### src/rtl/config_pkg.sv
// Minimal core configuration type used to size the branch predictor.
// Only the fetch width is needed by the predictor RAM controller.
package config_pkg;

    typedef struct packed {
        int unsigned INSTR_PER_FETCH;
    } cva6_cfg_t;

    localparam cva6_cfg_t cva6_cfg_empty = '{INSTR_PER_FETCH: 32'd2};

endpackage

### src/rtl/gbp_pkg.sv
// Shared definitions for the global branch predictor RAM controller:
// controller state, default table parameters and index-width helper.
package gbp_pkg;

    // Controller state: table sweep in progress, or normal operation.
    typedef enum logic {
        ST_CLEAR = 1'b0,
        ST_RUN   = 1'b1
    } gbp_state_e;

    // Weakly not-taken for a 2-bit saturating counter.
    localparam int unsigned GBP_INIT_CTR  = 1;
    localparam int unsigned GBP_CTR_BITS  = 2;
    localparam int unsigned GBP_NR_ROWS   = 64;
    localparam int unsigned GBP_UPD_DEPTH = 2;

    // Index width that stays legal (>= 1 bit) for single-entry arrays.
    function automatic int unsigned gbp_idx_w(input int unsigned n);
        return (n > 1) ? $clog2(n) : 1;
    endfunction

endpackage

### src/rtl/gbp_upd_fifo.sv
// Write-back FIFO for counter updates; synchronous, flushable.
// Ports: clk_i/rst_ni, flush_i, push_i/data_i, pop_i/data_o, full_o, empty_o.
module gbp_upd_fifo
    import gbp_pkg::*;
#(
    parameter type         T     = logic,
    parameter int unsigned DEPTH = 2
) (
    input  logic clk_i,
    input  logic rst_ni,
    input  logic flush_i,
    input  logic push_i,
    input  T     data_i,
    input  logic pop_i,
    output T     data_o,
    output logic full_o,
    output logic empty_o
);

    localparam int unsigned AW = gbp_idx_w(DEPTH);
    localparam int unsigned CW = $clog2(DEPTH + 1);

    T               mem_q [DEPTH];
    logic [AW-1:0]  wr_q;
    logic [AW-1:0]  rd_q;
    logic [CW-1:0]  cnt_q;
    logic           do_push;
    logic           do_pop;
    logic [AW-1:0]  wr_nxt;
    logic [AW-1:0]  rd_nxt;

    assign full_o  = (cnt_q == CW'(DEPTH));
    assign empty_o = (cnt_q == '0);

    // A push into a full FIFO is legal when the head leaves this cycle.
    assign do_push = push_i && (!full_o || pop_i);
    assign do_pop  = pop_i && !empty_o;

    assign wr_nxt = (wr_q == AW'(DEPTH - 1)) ? '0 : wr_q + 1'b1;
    assign rd_nxt = (rd_q == AW'(DEPTH - 1)) ? '0 : rd_q + 1'b1;

    assign data_o = mem_q[rd_q];

    always_ff @(posedge clk_i or negedge rst_ni) begin
        if (!rst_ni) begin
            wr_q  <= '0;
            rd_q  <= '0;
            cnt_q <= '0;
            for (int i = 0; i < int'(DEPTH); i++) begin
                mem_q[i] <= '0;
            end
        end else if (flush_i) begin
            wr_q  <= '0;
            rd_q  <= '0;
            cnt_q <= '0;
        end else begin
            if (do_push) begin
                mem_q[wr_q] <= data_i;
                wr_q        <= wr_nxt;
            end
            if (do_pop) begin
                rd_q <= rd_nxt;
            end
            cnt_q <= cnt_q + CW'(do_push) - CW'(do_pop);
        end
    end

endmodule

### src/rtl/gbp_ram_ctrl.sv
// Counter-RAM controller/arbiter for the global branch predictor.
// Ports: flush/debug control, read req/gnt/valid, write-back handshake,
// per-bank RAM req/we/addr/wdata, init_done_o.
module gbp_ram_ctrl
    import gbp_pkg::*;
#(
    parameter config_pkg::cva6_cfg_t CVA6Cfg = config_pkg::cva6_cfg_empty,
    parameter int unsigned NR_ROWS   = GBP_NR_ROWS,
    parameter int unsigned CTR_BITS  = GBP_CTR_BITS,
    parameter int unsigned INIT_CTR  = GBP_INIT_CTR,
    parameter int unsigned UPD_DEPTH = GBP_UPD_DEPTH,
    localparam int unsigned NB = CVA6Cfg.INSTR_PER_FETCH,
    localparam int unsigned RW = $clog2(NR_ROWS),
    localparam int unsigned BW = gbp_idx_w(NB)
) (
    input  logic                   clk_i,
    input  logic                   rst_ni,
    input  logic                   flush_bp_i,
    input  logic                   debug_mode_i,
    input  logic                   rd_req_i,
    input  logic [RW-1:0]          rd_row_i,
    output logic                   rd_gnt_o,
    output logic                   rd_valid_o,
    input  logic                   upd_valid_i,
    input  logic [RW-1:0]          upd_row_i,
    input  logic [BW-1:0]          upd_bank_i,
    input  logic [CTR_BITS-1:0]    upd_ctr_i,
    output logic                   upd_ready_o,
    output logic [NB-1:0]          ram_req_o,
    output logic [NB-1:0]          ram_we_o,
    output logic [NB*RW-1:0]       ram_addr_o,
    output logic [NB*CTR_BITS-1:0] ram_wdata_o,
    output logic                   init_done_o
);

    typedef struct packed {
        logic [RW-1:0]       row;
        logic [BW-1:0]       bank;
        logic [CTR_BITS-1:0] ctr;
    } upd_t;

    gbp_state_e          state_q;
    logic [RW-1:0]       row_q;
    logic                rd_valid_q;
    logic                init_done_q;

    upd_t                push_data;
    upd_t                head;
    logic                push;
    logic                pop;
    logic                full;
    logic                empty;

    logic                gnt;
    logic                rdy;
    logic                wr_issue;
    logic [NB-1:0]       bank_oh;
    logic [RW-1:0]       sel_row;
    logic [CTR_BITS-1:0] sel_data;

    assign push_data = '{row: upd_row_i, bank: upd_bank_i, ctr: upd_ctr_i};
    assign bank_oh   = NB'(1) << head.bank;

    gbp_upd_fifo #(
        .T     (upd_t),
        .DEPTH (UPD_DEPTH)
    ) i_upd_fifo (
        .clk_i   (clk_i),
        .rst_ni  (rst_ni),
        .flush_i (flush_bp_i),
        .push_i  (push),
        .data_i  (push_data),
        .pop_i   (pop),
        .data_o  (head),
        .full_o  (full),
        .empty_o (empty)
    );

    // Arbiter: a full FIFO wins over reads so write-backs cannot starve;
    // otherwise reads win and writes fill idle cycles.
    always_comb begin
        ram_req_o = '0;
        ram_we_o  = '0;
        gnt       = 1'b0;
        rdy       = 1'b1;
        wr_issue  = 1'b0;
        pop       = 1'b0;
        push      = 1'b0;
        sel_row   = rd_row_i;
        sel_data  = head.ctr;
        unique case (state_q)
            ST_CLEAR: begin
                // Write-backs are acknowledged but dropped: the sweep
                // overwrites the whole table anyway.
                ram_req_o = '1;
                ram_we_o  = '1;
                sel_row   = row_q;
                sel_data  = CTR_BITS'(INIT_CTR);
            end
            ST_RUN: begin
                wr_issue = full || (!rd_req_i && !empty);
                gnt      = rd_req_i && !full;
                rdy      = !full || wr_issue;
                pop      = wr_issue;
                push     = upd_valid_i && rdy && !debug_mode_i;
                if (wr_issue) begin
                    ram_req_o = bank_oh;
                    ram_we_o  = bank_oh;
                    sel_row   = head.row;
                end else if (gnt) begin
                    ram_req_o = '1;
                end
            end
            default: ;
        endcase
    end

    assign rd_gnt_o    = gnt;
    assign upd_ready_o = rdy;
    assign ram_addr_o  = {NB{sel_row}};
    assign ram_wdata_o = {NB{sel_data}};
    assign rd_valid_o  = rd_valid_q;
    assign init_done_o = init_done_q;

    always_ff @(posedge clk_i or negedge rst_ni) begin
        if (!rst_ni) begin
            state_q     <= ST_CLEAR;
            row_q       <= '0;
            rd_valid_q  <= 1'b0;
            init_done_q <= 1'b0;
        end else if (flush_bp_i) begin
            state_q     <= ST_CLEAR;
            row_q       <= '0;
            rd_valid_q  <= 1'b0;
            init_done_q <= 1'b0;
        end else begin
            rd_valid_q <= gnt;
            unique case (state_q)
                ST_CLEAR: begin
                    // Row counter wraps to 0 on the last row (power of 2).
                    row_q <= row_q + 1'b1;
                    if (row_q == RW'(NR_ROWS - 1)) begin
                        state_q     <= ST_RUN;
                        init_done_q <= 1'b1;
                    end
                end
                ST_RUN: ;
                default: begin
                    state_q     <= ST_CLEAR;
                    row_q       <= '0;
                    init_done_q <= 1'b0;
                end
            endcase
        end
    end

endmodule
### config.mk
export PLATFORM = sky130hd
export DESIGN_NAME = gbp_ram_ctrl
export DESIGN_NICKNAME = d
export VERILOG_FILES = /design/src/rtl/config_pkg.sv /design/src/rtl/gbp_pkg.sv /design/src/rtl/gbp_upd_fifo.sv /design/src/rtl/gbp_ram_ctrl.sv
export SDC_FILE = /design/constraint.sdc
export NUM_CORES = 1
export LEC_CHECK = 0
export CAP_MARGIN = 20
export CORE_ASPECT_RATIO = 1.25
export CORE_MARGIN = 5
export CORE_UTILIZATION = 45
export CTS_CLUSTER_SIZE = 10
export DETAILED_ROUTE_END_ITERATION = 10
export GPL_TIMING_DRIVEN = 0
export PLACE_DENSITY = 0.74
export SYNTH_ARGS = -nofsm -noshare
export SYNTH_HDL_FRONTEND = slang
export SYNTH_SLANG_ARGS = --single-unit
export TNS_END_PERCENT = 100
### constraint.sdc
create_clock -name clk_i -period 4.7 [get_ports clk_i]
set_input_delay 0.94 -clock clk_i [delete_from_list [all_inputs] [get_ports clk_i]]
set_output_delay 0.94 -clock clk_i [all_outputs]
set_load 0.005 [all_outputs]
==> metrics.txt, run 1 <==
run status completed; RSZ-0062 raised after global routing no; Die Area 0.00527 mm²; Root Driver sky130_fd_sc_hd__clkbuf_8; CTS Sinks 31; largest net degree at the start of global routing 22; average cell area after synthesis 11.3 µm²; placer congestion estimate 0.898; number of standard cells in the layout, taps in and fillers out 261; category of the worst setup path capture point primary output; portion of the post-synthesis area used by sequential elements 0.441; remaining global-route overflow 0; peak fanout along the critical path 8; total via count after detailed routing 1343; number of filler instances in the final layout 332; final-stage net count 231; buffer depth of the longest clock path 2; relative area change from synthesis to final layout 34.8%; number of buffers created by CTS 5; startpoint of the worst hold path i_upd_fifo.mem_q[8]; HPWL after DPL 3.14 mm; DRC viols 0; P per Cell Area 231 mW/mm²; aggregate routed wire length 4.06 mm; # Max-Cap Violations 0; hold violation total from the final report 0; number of placement rows 25; Boundary Pins 45; number of failing setup endpoints in the final timing report 0; capturing point of the worst reg2reg path i_upd_fifo.cnt_q[1]; count of antenna diodes in the layout 0; max-slew violations 0; area of the core 0.00378 mm²; reg-to-reg setup timing slack 2740 ps; number of different library cells in the post-synthesis netlist 36; share of synthesized registers carrying an async set or reset 1.00; Worst Hold Endpoint i_upd_fifo.mem_q[8]; DP Cell Count 254; Leak 1.06 nW; post-cts sizing count 0; synthesized netlist cell count 156; via-per-instance ratio 5.15; launch instance of the worst register-to-register path i_upd_fifo.cnt_q[0]; cts-stage hold buffer count 0; number of buffers inserted to repair setup after CTS 0; router iterations before antenna repair 4; ratio of final minimum period to clock period 0.843; Max rail drop VDD 0.191 mV; share of cells above drive strength 1 0.227; first element of the critical path rd_req_i; die span in x 65.9 µm; routed wire length per instance 15.5 µm; deepest level of the CTS H-tree 2; count of flip-flops with a built-in enable after synthesis 0; flop and latch count out of synthesis 31; category of the most critical setup path input port to primary output; global-route wire length before repair 6.83 mm; worst hold margin 508 ps; net count after synthesis 180; Register-to-Register Path Depth 9; Max Fclk 252 MHz; Initial Utilization 0.465; Max-Slew Margin vs Limit 0.589; cell area after synthesis 0.00176 mm²; shortest clock period the worst path allows after layout 3960 ps; worst clock skew 8.64 ps; aggregate global-route resource usage 0.173; die boundary height 79.9 µm; clock-pin slew on the worst setup and hold paths 60 ps; Post-DRT Antenna Nets 0; Detailed Route Iter0 Violations 99; worst endpoint data arrival time 3020 ps; via count of the first global-routing pass 1381; Yosys warning total 0; Worst setup SP type input port; classification of the worst-slack hold path flop to flop; Skew-Pair Late Insertion Delay 280 ps; CTS tree yes; # port buffers 43; predominant post-synthesis flop cell sky130_fd_sc_hd__dfrtp_1; number of antenna violations at the first check in global routing 0; setup TNS 0 ps; required time of the critical path 3760 ps; number of instances on the worst hold path 1; slew at the pin with the worst max-slew slack 615 ps
[layout make-up]
class / instances / area, µm² / share of cell area
clock buffers: 6 / 82.6 / 0.0348
plain buffers: 18 / 128 / 0.0538
repair buffers: 44 / 458 / 0.193
multi-input cells: 104 / 846 / 0.356
clock inverters: 1 / 5.00 / 0.00211
inverters: 3 / 11.3 / 0.00474
flip-flops and latches: 31 / 776 / 0.327
well taps: 54 / 67.6 / 0.0285
[routing by layer]
layer,track usage,share of wire
met1,0.200,0.41
met3,0.0451,0.039
met2,0.297,0.53
met4,0.0732,0.020
met5,0,0
[registers in the layout, indices dropped and copies added (netlist names)]
register	count
i_upd_fifo.cnt_q	2
i_upd_fifo.mem_q	18
i_upd_fifo.rd_q	1
i_upd_fifo.wr_q	1
init_done_o	1
rd_valid_o	1
row_q	6
state_q	1
[report_power, final]
part | switching (mW) | leakage, nW | internal, mW
registers | 0.00471 | 0.429 | 0.272
logic | 0.0228 | 0.580 | 0.0386
clock network | 0.0965 | 0.0470 | 0.115
total | 0.124 | 1.06 | 0.425
[worst max-delay path by stage]
| stage | end | slack (ps) | cells past startpoint |
|---|---|---|---|
| floorplan | ram_addr_o[9] | 1810 | 6 |
| global placement | ram_addr_o[10] | 680 | 8 |
| detailed placement | ram_addr_o[11] | 740 | 8 |
| CTS | ram_addr_o[11] | 740 | 8 |
| global route | ram_addr_o[8] | 600 | 8 |
| finish | ram_addr_o[10] | 740 | 8 |
[synthesized netlist by cell type (2+ instances only)]
cell / instances / share of area
sky130_fd_sc_hd__xor2_1: 2 / 0.010
sky130_fd_sc_hd__a21oi_1: 6 / 0.017
sky130_fd_sc_hd__xnor2_1: 2 / 0.010
sky130_fd_sc_hd__mux2i_1: 10 / 0.057
sky130_fd_sc_hd__mux2_2: 12 / 0.077
sky130_fd_sc_hd__nor2_1: 12 / 0.026
sky130_fd_sc_hd__dfrtp_1: 31 / 0.44
sky130_fd_sc_hd__inv_1: 3 / 0.0064
sky130_fd_sc_hd__buf_4: 9 / 0.038
sky130_fd_sc_hd__nand3_1: 2 / 0.0057
sky130_fd_sc_hd__o31ai_1: 5 / 0.021
sky130_fd_sc_hd__ha_1: 3 / 0.021
sky130_fd_sc_hd__nand2_1: 2 / 0.0043
sky130_fd_sc_hd__nor3_1: 4 / 0.011
sky130_fd_sc_hd__nand2b_1: 2 / 0.0071
sky130_fd_sc_hd__buf_2: 3 / 0.0085
sky130_fd_sc_hd__buf_6: 3 / 0.019
sky130_fd_sc_hd__o21ai_0: 5 / 0.014
sky130_fd_sc_hd__a41oi_1: 5 / 0.025
sky130_fd_sc_hd__mux2_4: 9 / 0.077
sky130_fd_sc_hd__nor2b_1: 9 / 0.032
sky130_fd_sc_hd__clkbuf_1: 3 / 0.0064
[cells by family after synthesis]
family                     count (synthesis)  share of synthesized area
xor gates and xnor gates                   4                     0.0199
buffers and inverters                     21                     0.0789
adders and majority gates                  3                     0.0213
other                                      1                    0.00213
and+or+nand+nor                           42                      0.139
DFF                                       31                      0.441
muxes                                     31                      0.210
AOI/OAI and AO/OA                         23                     0.0874
[metrics by stage]
| step | setup slack (ps) | instance area, µm² | power, mW | utilization |
|---|---|---|---|---|
| floorplan | 1810 | 1760 | 0.302 | - |
| global placement | 679 | 2260 | 0.338 | 0.597 |
| detailed placement | 735 | 2290 | 0.344 | 0.604 |
| CTS | 740 | 2370 | 0.557 | 0.627 |
| global route | 600 | 2370 | 0.575 | 0.627 |
| finish | 739 | 2370 | 0.549 | 0.627 |
[worst max-delay path: stages]
cell	delay [ps]
sky130_fd_sc_hd__clkdlybuf4s50_1	480
sky130_fd_sc_hd__nand2b_1	190
sky130_fd_sc_hd__buf_6	130
sky130_fd_sc_hd__and2_4	130
sky130_fd_sc_hd__buf_6	130
sky130_fd_sc_hd__o31ai_1	350
sky130_fd_sc_hd__buf_4	170
sky130_fd_sc_hd__clkdlybuf4s50_1	490
[cells in the final DEF (no fill, tap or decap), types with 2 or more instances in the layout]
master and instances:
sky130_fd_sc_hd__buf_6 3, sky130_fd_sc_hd__mux2i_1 10, sky130_fd_sc_hd__o21ai_0 5, sky130_fd_sc_hd__nor2b_1 9, sky130_fd_sc_hd__o31ai_1 5, sky130_fd_sc_hd__mux2_2 12
sky130_fd_sc_hd__a21oi_1 6, sky130_fd_sc_hd__ha_1 3, sky130_fd_sc_hd__nand2b_1 2, sky130_fd_sc_hd__dfrtp_1 31, sky130_fd_sc_hd__mux2_4 9, sky130_fd_sc_hd__nand3_1 2
sky130_fd_sc_hd__xnor2_1 2, sky130_fd_sc_hd__clkdlybuf4s50_1 43, sky130_fd_sc_hd__buf_2 3, sky130_fd_sc_hd__buf_4 9, sky130_fd_sc_hd__clkbuf_8 6, sky130_fd_sc_hd__clkbuf_1 3
sky130_fd_sc_hd__nand2_1 2, sky130_fd_sc_hd__a41oi_1 5, sky130_fd_sc_hd__xor2_1 2, sky130_fd_sc_hd__nor2_1 12, sky130_fd_sc_hd__inv_1 3, sky130_fd_sc_hd__nor3_1 4
No activity file was read; power rests on OpenSTA's default activity.
==> run 2: changes to the inputs <==
clock period = 4.1 ns   (was 4.7 ns; I/O delays follow)
==> results of run 2 <==
The final DEF is identical to that of run 1. Status: completed.
Among the figures that moved: setup slack after placement 735 ps -> 375 ps; setup slack after layout 739 ps -> 379 ps; register-to-register setup slack 2740 ps -> 2140 ps; total power 0.549 mW -> 0.630 mW; worst IR drop on VDD 0.191 mV -> 0.219 mV
==> run 3: changes to the inputs <==
PLACE_DENSITY = 0.79   (was 0.74)
==> run 3 against run 2 <==
  * Critical path type unchanged
  * Cell count unchanged
  * Largest power group unchanged
  * First-iteration DRC count is 73% lower
  * Die area stayed put
  * Critical endpoint is now ram_addr_o[7]
  * Largest cell class unchanged
  * Global-route usage rose by 0.91 points
==> metrics.txt, run 3 (synthesized netlist as in run 1, its figures left out) <==
number of failing setup endpoints in the final timing report 0 (unchanged); number of antenna violations at the first check in global routing 0 (unchanged); total via count after detailed routing 1350 (+0.52%); placer congestion estimate 0.806 (-10%); slew at the pin with the worst max-slew slack 827 ps (+212 ps); largest net degree at the start of global routing 17 (-23%); worst endpoint data arrival time 2930 ps; max-slew violations 0 (unchanged); Root Driver sky130_fd_sc_hd__clkbuf_8; Initial Utilization 0.465 (unchanged); number of flip-flops in the largest register 18 (unchanged); Placement Cell Area 0.00229 mm² (unchanged); area of the core 0.00378 mm² (unchanged); via count of the first global-routing pass 1520 (+10%); count of antenna diodes in the layout 0 (unchanged); Leak 1.06 nW (unchanged); # port buffers 43 (unchanged); buffer depth of the longest clock path 2 (unchanged); CTS tree yes; share of cells above drive strength 1 0.227 (unchanged); deepest level of the CTS H-tree 2 (unchanged); HPWL after DPL 3.22 mm (+2.8%); worst clock skew 3.36 ps (-5.28 ps); share of the core filled with cells 0.627 (unchanged); worst hold margin 508 ps (+0.526 ps); Worst setup SP type input port; detailed route wirelength on metal2 2.23 mm (+4.1%); router iterations before antenna repair 4 (unchanged); clock-pin slew on the worst setup and hold paths 60 ps (about the same); number of placement rows 25 (unchanged); # Max-Cap Violations 0 (unchanged); category of the most critical setup path input port to primary output; Boundary Pins 45 (unchanged); Skew-Pair Late Insertion Delay 290 ps (about the same); P per Cell Area 267 mW/mm²; setup TNS 0 ps (unchanged); launch instance of the worst register-to-register path i_upd_fifo.cnt_q[0]; CTS Sinks 31 (unchanged); final-stage net count 231 (unchanged); Detailed Route Iter0 Violations 27 (-73%); Max-Slew Margin vs Limit 0.447 (-0.142); required time of the critical path 3280 ps; routed wire length per instance 15.9 µm (+2.2%); registers with the highest flip-flop counts i_upd_fifo.mem_q: 18 flops, row_q: 6 flops, i_upd_fifo.cnt_q: 2 flops; via-per-instance ratio 5.17 (+0.52%); relative area change from synthesis to final layout 34.8% (unchanged); number of filler instances in the final layout 293 (-12%); Max rail drop VDD 0.217 mV; startpoint of the worst hold path init_done_o; area of all sequential standard cells 776 µm² (unchanged); RSZ-0062 raised after global routing no; cts-stage hold buffer count 0 (unchanged); die span in x 65.9 µm (unchanged); number of buffers inserted to repair setup after CTS 0 (unchanged); post-cts sizing count 0 (unchanged); DRC viols 0 (unchanged); Post-DRT Antenna Nets 0 (unchanged); first element of the critical path rd_req_i; peak fanout along the critical path 8 (unchanged); shortest clock period the worst path allows after layout 3750 ps; wl on met1 1.61 mm (-3.9%); classification of the worst-slack hold path flop to flop; global-route wire length before repair 7.16 mm (+4.8%); total area of multi-input combinational cells 846 µm² (unchanged); number of buffers created by CTS 5 (unchanged); commonest non-fill, non-tap cells in the layout sky130_fd_sc_hd__clkdlybuf4s50_1, sky130_fd_sc_hd__dfrtp_1, sky130_fd_sc_hd__mux2_2, sky130_fd_sc_hd__nor2_1, sky130_fd_sc_hd__mux2i_1; detailed route wirelength on metal3 214 µm (+35%); highest routing layer actually used met4; Die Area 0.00527 mm² (unchanged); Non-Filler Cell Area, Final 0.00237 mm² (unchanged); run status completed; register with the most flip-flops i_upd_fifo.mem_q; aggregate routed wire length 4.15 mm (+2.2%); ratio of final minimum period to clock period 0.915; hold violation total from the final report 0 (unchanged); remaining global-route overflow 0 (unchanged); die boundary height 79.9 µm (unchanged); category of the worst setup path capture point primary output; Max Fclk 267 MHz; aggregate global-route resource usage 0.182 (+0.00914); leading cell type in the layout, fill and taps excluded sky130_fd_sc_hd__clkdlybuf4s50_1
[run 3: cell counts in the layout (fill, tap and decap cells not counted)]
No cell type changed its count.
[run 3: critical path, cell delays in order]
cell and delay [ps]:
sky130_fd_sc_hd__clkdlybuf4s50_1 470, sky130_fd_sc_hd__nand2b_1 200, sky130_fd_sc_hd__buf_6 140, sky130_fd_sc_hd__and2_4 130, sky130_fd_sc_hd__buf_6 130, sky130_fd_sc_hd__o31ai_1 370
sky130_fd_sc_hd__buf_4 180, sky130_fd_sc_hd__clkdlybuf4s50_1 490
[run 3: worst paths after layout]
| check | to | slack (ps) | cells past startpoint |
|---|---|---|---|
| setup / recovery | ram_addr_o[7] | 350 | 8 |
| hold / removal | init_done_o | 510 | 2 |
| setup reg to reg | i_upd_fifo.cnt_q[1] | 2150 | 9 |
| hold reg to reg | init_done_o | 510 | 2 |
| max in group asynchronous | i_upd_fifo.mem_q[17] | 2540 | 2 |
| min in group asynchronous | i_upd_fifo.mem_q[0] | 1010 | 1 |
[run 3: area by class of cell]
| type | instances | share of cell area |
|---|---|---|
| tap | 54 | 0.0285 |
| multi-input combinational | 104 | 0.356 |
| timing repair buffer | 44 | 0.193 |
| sequential | 31 | 0.327 |
| clock buffer | 6 | 0.0348 |
| inverter | 3 | 0.00474 |
| buffer | 18 | 0.0538 |
| clock inverter | 1 | 0.00211 |
[run 3: where the power goes]
group          internal (mW)  total (mW)  switching [mW]  leakage [nW]
clock network          0.131       0.245           0.114        0.0470
logic                 0.0443      0.0706          0.0262         0.580
registers              0.312       0.318         0.00578         0.429
[run 3: per-stage QoR]
stage	setup slack, ps	power, mW	std cells
final	350	0.634	261
after global routing	199	0.661	261
after CTS	329	0.641	261
after detailed placement	345	0.394	254
after global placement	410	0.388	253
after floorplan	1450	0.347	156
[run 3: routing by layer]
layer	track usage	up-vias
li1	-	640
met1	0.189	666
met2	0.327	35
met3	0.0563	9
met4	0.0854	0
met5	0	-
